$ cat config.mk
export PLATFORM = sky130hd
export DESIGN_NAME = bcd_to_7seg
export DESIGN_NICKNAME = d
export VERILOG_FILES = /design/src/rtl/bcd7seg_pkg.sv /design/src/rtl/bcd7seg_lut.sv /design/src/rtl/bcd_to_7seg.sv
export SDC_FILE = /design/constraint.sdc
export NUM_CORES = 1
export LEC_CHECK = 0
export ABC_AREA = 1
export ABC_CLOCK_PERIOD_IN_PS = 800
export BUFFER_PORTS_ARGS = -buffer_cell sky130_fd_sc_hd__buf_4
export CAP_MARGIN = 5
export CORE_AREA = 2 2 39 41
export CTS_CLUSTER_DIAMETER = 40
export DETAILED_ROUTE_END_ITERATION = 10
export DIE_AREA = 0 0 41 43
export GPL_ROUTABILITY_DRIVEN = 0
export PLACE_DENSITY = 0.53
export RECOVER_POWER = 50
export SLEW_MARGIN = 10
export SYNTH_ARGS = -nofsm -noshare
export SYNTH_HDL_FRONTEND = slang
export SYNTH_SLANG_ARGS = --single-unit
$ cat constraint.sdc
create_clock -name clk -period 0.8 [get_ports clk]
set_input_delay 0.12 -clock clk [delete_from_list [all_inputs] [get_ports clk]]
set_output_delay 0.12 -clock clk [all_outputs]
set_load 0.02 [all_outputs]
$ cat src/rtl/bcd7seg_pkg.sv
// Shared types and segment glyph constants for the BCD-to-seven-segment decoder.
// Segment vectors are ordered a..g with a in the MSB; 1 means the segment is lit.
package bcd7seg_pkg;

  typedef logic [6:0] seg7_t;
  typedef logic [3:0] bcd_t;

  // Decimal glyphs
  localparam seg7_t SEG_0 = 7'b1111110;
  localparam seg7_t SEG_1 = 7'b0110000;
  localparam seg7_t SEG_2 = 7'b1101101;
  localparam seg7_t SEG_3 = 7'b1111001;
  localparam seg7_t SEG_4 = 7'b0110011;
  localparam seg7_t SEG_5 = 7'b1011011;
  localparam seg7_t SEG_6 = 7'b1011111;
  localparam seg7_t SEG_7 = 7'b1110000;
  localparam seg7_t SEG_8 = 7'b1111111;
  localparam seg7_t SEG_9 = 7'b1111011;

  // Hex glyphs A, b, C, d, E, F
  localparam seg7_t SEG_HA = 7'b1110111;
  localparam seg7_t SEG_HB = 7'b0011111;
  localparam seg7_t SEG_HC = 7'b1001110;
  localparam seg7_t SEG_HD = 7'b0111101;
  localparam seg7_t SEG_HE = 7'b1001111;
  localparam seg7_t SEG_HF = 7'b1000111;

  localparam seg7_t SEG_ALL_ON  = 7'b1111111;
  localparam seg7_t SEG_ALL_OFF = 7'b0000000;

  // Map a logical pattern to the physical pad level.
  function automatic seg7_t seg_polarity(input seg7_t pattern, input bit active_low);
    return pattern ^ {7{active_low}};
  endfunction

endpackage

$ cat src/rtl/bcd7seg_lut.sv
// Purely combinational 4-bit code to segment pattern lookup with an invalid flag.
// With HEX_MODE = 0, codes 10-15 blank the digit and raise invalid.
module bcd7seg_lut
  import bcd7seg_pkg::*;
#(
  parameter bit HEX_MODE = 1'b0
) (
  input  bcd_t  code,
  output seg7_t seg,
  output logic  invalid
);

  // Decode every one of the 16 codes so no X can reach the output register.
  always_comb begin
    seg     = SEG_ALL_OFF;
    invalid = 1'b0;
    unique case (code)
      4'd0:  seg = SEG_0;
      4'd1:  seg = SEG_1;
      4'd2:  seg = SEG_2;
      4'd3:  seg = SEG_3;
      4'd4:  seg = SEG_4;
      4'd5:  seg = SEG_5;
      4'd6:  seg = SEG_6;
      4'd7:  seg = SEG_7;
      4'd8:  seg = SEG_8;
      4'd9:  seg = SEG_9;
      4'd10: seg = HEX_MODE ? SEG_HA : SEG_ALL_OFF;
      4'd11: seg = HEX_MODE ? SEG_HB : SEG_ALL_OFF;
      4'd12: seg = HEX_MODE ? SEG_HC : SEG_ALL_OFF;
      4'd13: seg = HEX_MODE ? SEG_HD : SEG_ALL_OFF;
      4'd14: seg = HEX_MODE ? SEG_HE : SEG_ALL_OFF;
      4'd15: seg = HEX_MODE ? SEG_HF : SEG_ALL_OFF;
      default: seg = SEG_ALL_OFF;
    endcase
    if (code > 4'd9) begin
      invalid = !HEX_MODE;
    end
  end

endmodule

$ cat src/rtl/bcd_to_7seg.sv
// Registered BCD-to-seven-segment decoder for a single display digit.
// Adds lamp-test/blank overrides and output polarity on top of the lookup, then
// registers everything so the pads see glitch-free segment levels.
module bcd_to_7seg
  import bcd7seg_pkg::*;
#(
  parameter bit SEG_ACTIVE_LOW = 1'b0,
  parameter bit HEX_MODE       = 1'b0
) (
  input  logic clk,
  input  logic rst_n,
  input  logic A,
  input  logic B,
  input  logic C,
  input  logic D,
  input  logic blank,
  input  logic lamp_test,
  output logic a,
  output logic b,
  output logic c,
  output logic d,
  output logic e,
  output logic f,
  output logic g,
  output logic invalid
);

  localparam seg7_t SegResetLevel = seg_polarity(SEG_ALL_OFF, SEG_ACTIVE_LOW);

  bcd_t  code;
  seg7_t lut_seg;
  logic  lut_invalid;
  seg7_t pattern;
  seg7_t seg_d, seg_q;
  logic  invalid_q;

  assign code = {A, B, C, D};

  bcd7seg_lut #(
    .HEX_MODE (HEX_MODE)
  ) u_lut (
    .code    (code),
    .seg     (lut_seg),
    .invalid (lut_invalid)
  );

  // Override priority: lamp_test beats blank beats the decoded code.
  always_comb begin
    pattern = lut_seg;
    if (lamp_test) begin
      pattern = SEG_ALL_ON;
    end else if (blank) begin
      pattern = SEG_ALL_OFF;
    end
    seg_d = seg_polarity(pattern, SEG_ACTIVE_LOW);
  end

  // Output register; reset drives the off level for the chosen polarity.
  always_ff @(posedge clk or negedge rst_n) begin
    if (!rst_n) begin
      seg_q     <= SegResetLevel;
      invalid_q <= 1'b0;
    end else begin
      seg_q     <= seg_d;
      invalid_q <= lut_invalid;
    end
  end

  assign a       = seg_q[6];
  assign b       = seg_q[5];
  assign c       = seg_q[4];
  assign d       = seg_q[3];
  assign e       = seg_q[2];
  assign f       = seg_q[1];
  assign g       = seg_q[0];
  assign invalid = invalid_q;

endmodule

==> qor.yml, run 1 <==
status: "complete, but fails checks"
wl_per_cell_um: 8.00
clkTransAtPathRegs_ps: 50
yosysWarnings: 0
cp_cell_sequence: "buf_6"
p_per_area_nw_per_um2: 1510
grt_use_total_pct: 10.6
critPathBufInv: 1
cts-root-buf: "clkbuf_4"
slew_viol_final: 0
initial_core_util_pct: 30.6
grt_setup_unrepaired: "true"
crit_family: "flip-flops"
max_cap_violations: 0
cts_max_path_buffers: 2
worst_slack_ps: -67.7
period_share_pct: 108
grt_pass1_wl_mm: 1.19
ir_drop_mv: 0.466
syn_to_final_growth_pct: 54.1
layout-drive-gt1-share_pct: 31.6
critPathCaptureType: "output port"
io_pins: 16
firstDrtPassIters: 4
synth_edf_count: 0
vias: 376
period_minus_slack_ps: 868
synth_cells: 52
critPathMaxStageDelay_ps: 370
power.total_mw: 0.985
dieArea_um2: 1760
yosysSeqAreaShare_pct: 47.3
hold_viol: 0
hpwl_um: 640
worstSetupPathType: "register to output port"
synth_common_cells: "nand2_1 (21), dfrtp_1 (8), inv_1 (7)"
synth_most_common_cell: "nand2_1"
synthFlopType: "dfrtp_1"
port_buffers: 15
cpMaxStageDelayCell: "dfrtp_1"
synth_top_area_cell: "dfrtp_1"
placed_cell_area_um2: 593
diodes: 0
grt_max_degree: 9
power.leakage_nw: 0.356
num_rows: 14
finalInstanceArea_um2: 652
violations: "negative setup slack"
ant_nets: 0
cts_setup_buffers: 0
synth_seq_cells: 8
setup_viol: 8
antenna_found_initial: 0
max_freq_ghz: 1.15
coreArea_um2: 1380
viasPerCell: 4.09
crit_arrival_ps: 750
die_w_um: 41
syn_avg_cell_area_um2: 8.13
path_max_fanout: 1
cts.sinks: 8
totalWireLength_um: 736
fin_nets: 91
ys_types: 10
async_reset_ff_share_pct: 100
cts_made_buffers: 3
overflow: 0
hold_path.class: "input pin to register"
worstPathRequired_ps: 680
drc: 0
netlist_area_um2: 423
htreeDepth: 1
tritoncts: "built"
startpoint_type: "register"
synth_top_area_share_pct: 47.3
synth_nets: 65
initialDrtViolationCount: 3
synthTopCellsByArea: "dfrtp_1 (47%), nand2_1 (19%), ha_1 (15%)"
tightest_slew_ps: 385
die_h_um: 43
max-slew-margin-rel_pct: 74.4
grt_pass1_vias: 346
## what timing repair did
| action | CTS | global route |
|---|---|---|
| resized for setup | 8 | 0 |
| cloned | 0 | 0 |
| pin swaps | 0 | 0 |
| hold buffers | 1 | 0 |
| endpoints found under the setup margin | 8 | 8 |
| hold endpoints to repair | 8 | 0 |
## stage by stage
stage | setup WS, ps | util, % | setup TNS, ps | instances | hold slack, ps
after floorplan | 1.89 | - | 0 | 52 | -176
after global placement | -137 | 42.9 | -861 | 88 | -61.6
after detailed placement | -163 | 42.9 | -806 | 88 | -60.9
after CTS | -86.1 | 47.4 | -604 | 92 | 115
after global routing | -90.7 | 47.1 | -661 | 92 | 137
final | -67.7 | 47.1 | -478 | 92 | 128
## cell usage in the layout (no fill, tap or decap), types with 2 or more instances in the layout
cell,n
nand2_1,21
buf_4,11
dfrtp_1,8
buf_6,8
inv_1,7
nand3_1,5
ha_1,5
clkbuf_4,3
nor2_1,2
## layer usage
metal | wire (µm) | GRT usage (%) | vias to the layer above
met5 | 0 | 0 | -
met4 | 10 | 12.0 | 0
met3 | 71 | 1.57 | 2
met2 | 391 | 17.5 | 14
met1 | 262 | 9.21 | 155
li1 | - | - | 205
## power by group
group | total [mW] | internal [mW] | leakage [nW] | switching (mW)
combinational | 0.250 | 0.124 | 0.253 | 0.126
sequential | 0.447 | 0.435 | 0.0895 | 0.0128
clock | 0.288 | 0.170 | 0.0138 | 0.118
total | 0.985 | 0.729 | 0.356 | 0.256
## cells by family after synthesis
group	after synthesis	share of synthesized area, %
buffers and inverters	8	7.10
DFF	8	47.3
adders and majority gates	5	14.8
and+or+nand+nor	29	27.8
AOI/OAI and AO/OA	2	2.96
## path summary, 6_finish.rpt
kind,cells after the start,to,start,slack (ps)
max in group asynchronous,2,seg_q[2]$_DFF_PN0_,rst_n,210
min in group asynchronous,2,invalid$_DFF_PN0_,rst_n,310
worst min-delay path,3,seg_q[2]$_DFF_PN0_,blank,130
worst max-delay path,1,a,seg_q[6]$_DFF_PN0_,-70
## layout make-up
type	instances	area, µm²
fill	146	732
sequential	8	200
multi-input combinational	36	193
timing repair buffer	21	186
inverter	8	30.0
clock buffer	3	22.5
tap	16	20.0
## sequential cells by signal, summed over array words and instances (netlist names)
signal / count
invalid: 1
seg_q: 7
No activity file was read; power rests on OpenSTA's default activity.
==> run 2, diff against run 1 <==
CELL_PAD_IN_SITES_DETAIL_PLACEMENT = 1   (was default)
CELL_PAD_IN_SITES_GLOBAL_PLACEMENT = 2   (was default)
CORE_AREA = default   (was 2 2 39 41)
CORE_UTILIZATION = 26   (was default)
DIE_AREA = default   (was 0 0 41 43)
PLACE_DENSITY = 0.74   (was 0.53)
==> run 2 against run 1 <==
Against the previous run:
- the flow still finishes with violations (negative setup slack)
- cell count up 2.2%
- worst hold slack is essentially flat
- sequential share of layout area shrank 0.69 points
- highest routed layer unchanged
==> qor.yml, run 2 (same netlist as run 1, synthesis figures left out) <==
status: "complete, but fails checks"
violations: "negative setup slack"
cts_made_buffers: 3
final_cell_count_no_fill: 94
setup_viol: 8
dieArea_um2: 1790
cts.sinks: 8
period_minus_slack_ps: 866
syn_to_final_growth_pct: 57.7
initial_core_util_pct: 28.1
cp_cell_sequence: "buf_6"
antenna_found_initial: 0
final_cell_mix: "nand2_1 (21), buf_4 (13), dfrtp_1 (8), buf_6 (8), inv_1 (7)"
die_h_um: 42.3
mostFrequentLayoutCell: "nand2_1"
slew_viol_final: 0
layout-drive-gt1-share_pct: 33.3
period_share_pct: 108
drc: 0
totalWireLength_um: 821
die_w_um: 42.3
grt_pass1_wl_mm: 1.41
critPathMaxStageDelay_ps: 370
vias: 399
critPathBufInv: 1
ant_nets: 0
max-slew-margin-rel_pct: 73.9
tightest_slew_ps: 391
worstPathRequired_ps: 680
startpoint_type: "register"
critPathCaptureType: "output port"
grt_setup_unrepaired: "true"
grt_pass1_vias: 359
worstSetupPathType: "register to output port"
p_per_area_nw_per_um2: 1490
cts_max_path_buffers: 2
worst_slack_ps: -65.5
placedCellCount: 90
port_buffers: 15
regMostFlops: "seg_q"
crit_arrival_ps: 750
cpMaxStageDelayCell: "dfrtp_1"
crit_family: "flip-flops"
num_rows: 14
cts-root-buf: "clkbuf_4"
max_freq_ghz: 1.16
final.setup.tns_ps: -479
fill_cells: 172
power.leakage_nw: 0.366
coreArea_um2: 1510
initialDrtViolationCount: 1
firstDrtPassIters: 2
hpwl_um: 738
grt_use_total_pct: 10.8
power.total_mw: 0.995
finalInstanceArea_um2: 667
ir_drop_mv: 0.371
htreeDepth: 1
path_depth: 1
clkTransAtPathRegs_ps: 50
holdPathStages: 3
viasPerCell: 4.24
max_cap_violations: 0
fin_nets: 93
placed_cell_area_um2: 608
largest_reg_flops: 7
grt_max_degree: 9
path_max_fanout: 1
wl_per_cell_um: 8.73
diodes: 0
hold_path.class: "input pin to register"
io_pins: 16
overflow: 0
hold_viol: 0
tritoncts: "built"
-- run 2: cell types whose count changed in the layout (fill, tap and decap cells not counted) --
cell	before	now
buf_4	11	13
-- run 2: routing by layer --
| layer | routed length, µm | global-route usage (%) |
|---|---|---|
| met2 | 464 | 18.8 |
| met1 | 311 | 10.2 |
| met5 | 0 | 0 |
| met3 | 38 | 3.02 |
| met4 | 8 | 9.38 |
-- run 2: worst paths after layout --
path,startpoint,end,slack (ps)
setup / recovery,seg_q[6]$_DFF_PN0_,a,-70
hold / removal,blank,seg_q[2]$_DFF_PN0_,130
max in group asynchronous,rst_n,seg_q[5]$_DFF_PN0_,210
min in group asynchronous,rst_n,seg_q[2]$_DFF_PN0_,310
-- run 2: report_power, final --
part	switching, mW	internal (mW)
Sequential	0.0123	0.435
Combinational	0.130	0.130
Clock	0.118	0.170
Total	0.260	0.735
-- run 2: layout make-up --
| cell class | count | area, µm² | share of cell area, % |
|---|---|---|---|
| clock buffer | 3 | 22.5 | 3.38 |
| inverter | 8 | 30.0 | 4.50 |
| multi-input combinational | 36 | 193 | 28.9 |
| sequential | 8 | 200 | 30.0 |
| tap | 16 | 20.0 | 3.00 |
| timing repair buffer | 23 | 201 | 30.2 |
-- run 2: timing repair --
action	in CTS	in global routing
resized for setup	8	0
endpoints found under the hold margin	8	0
hold buffers	1	0
setup buffers	0	0
endpoints found under the setup margin	8	8
-- run 2: per-stage QoR --
stage          hold WS, ps  setup slack (ps)  util (%)
2_1_floorplan         -176              1.89         -
3_3_place_gp         -63.3              -144      40.4
3_5_place_dp         -61.1              -158      40.4
4_1_cts                117             -85.4      44.5
5_1_grt                136             -97.5      44.3
6_report               127             -65.5      44.3
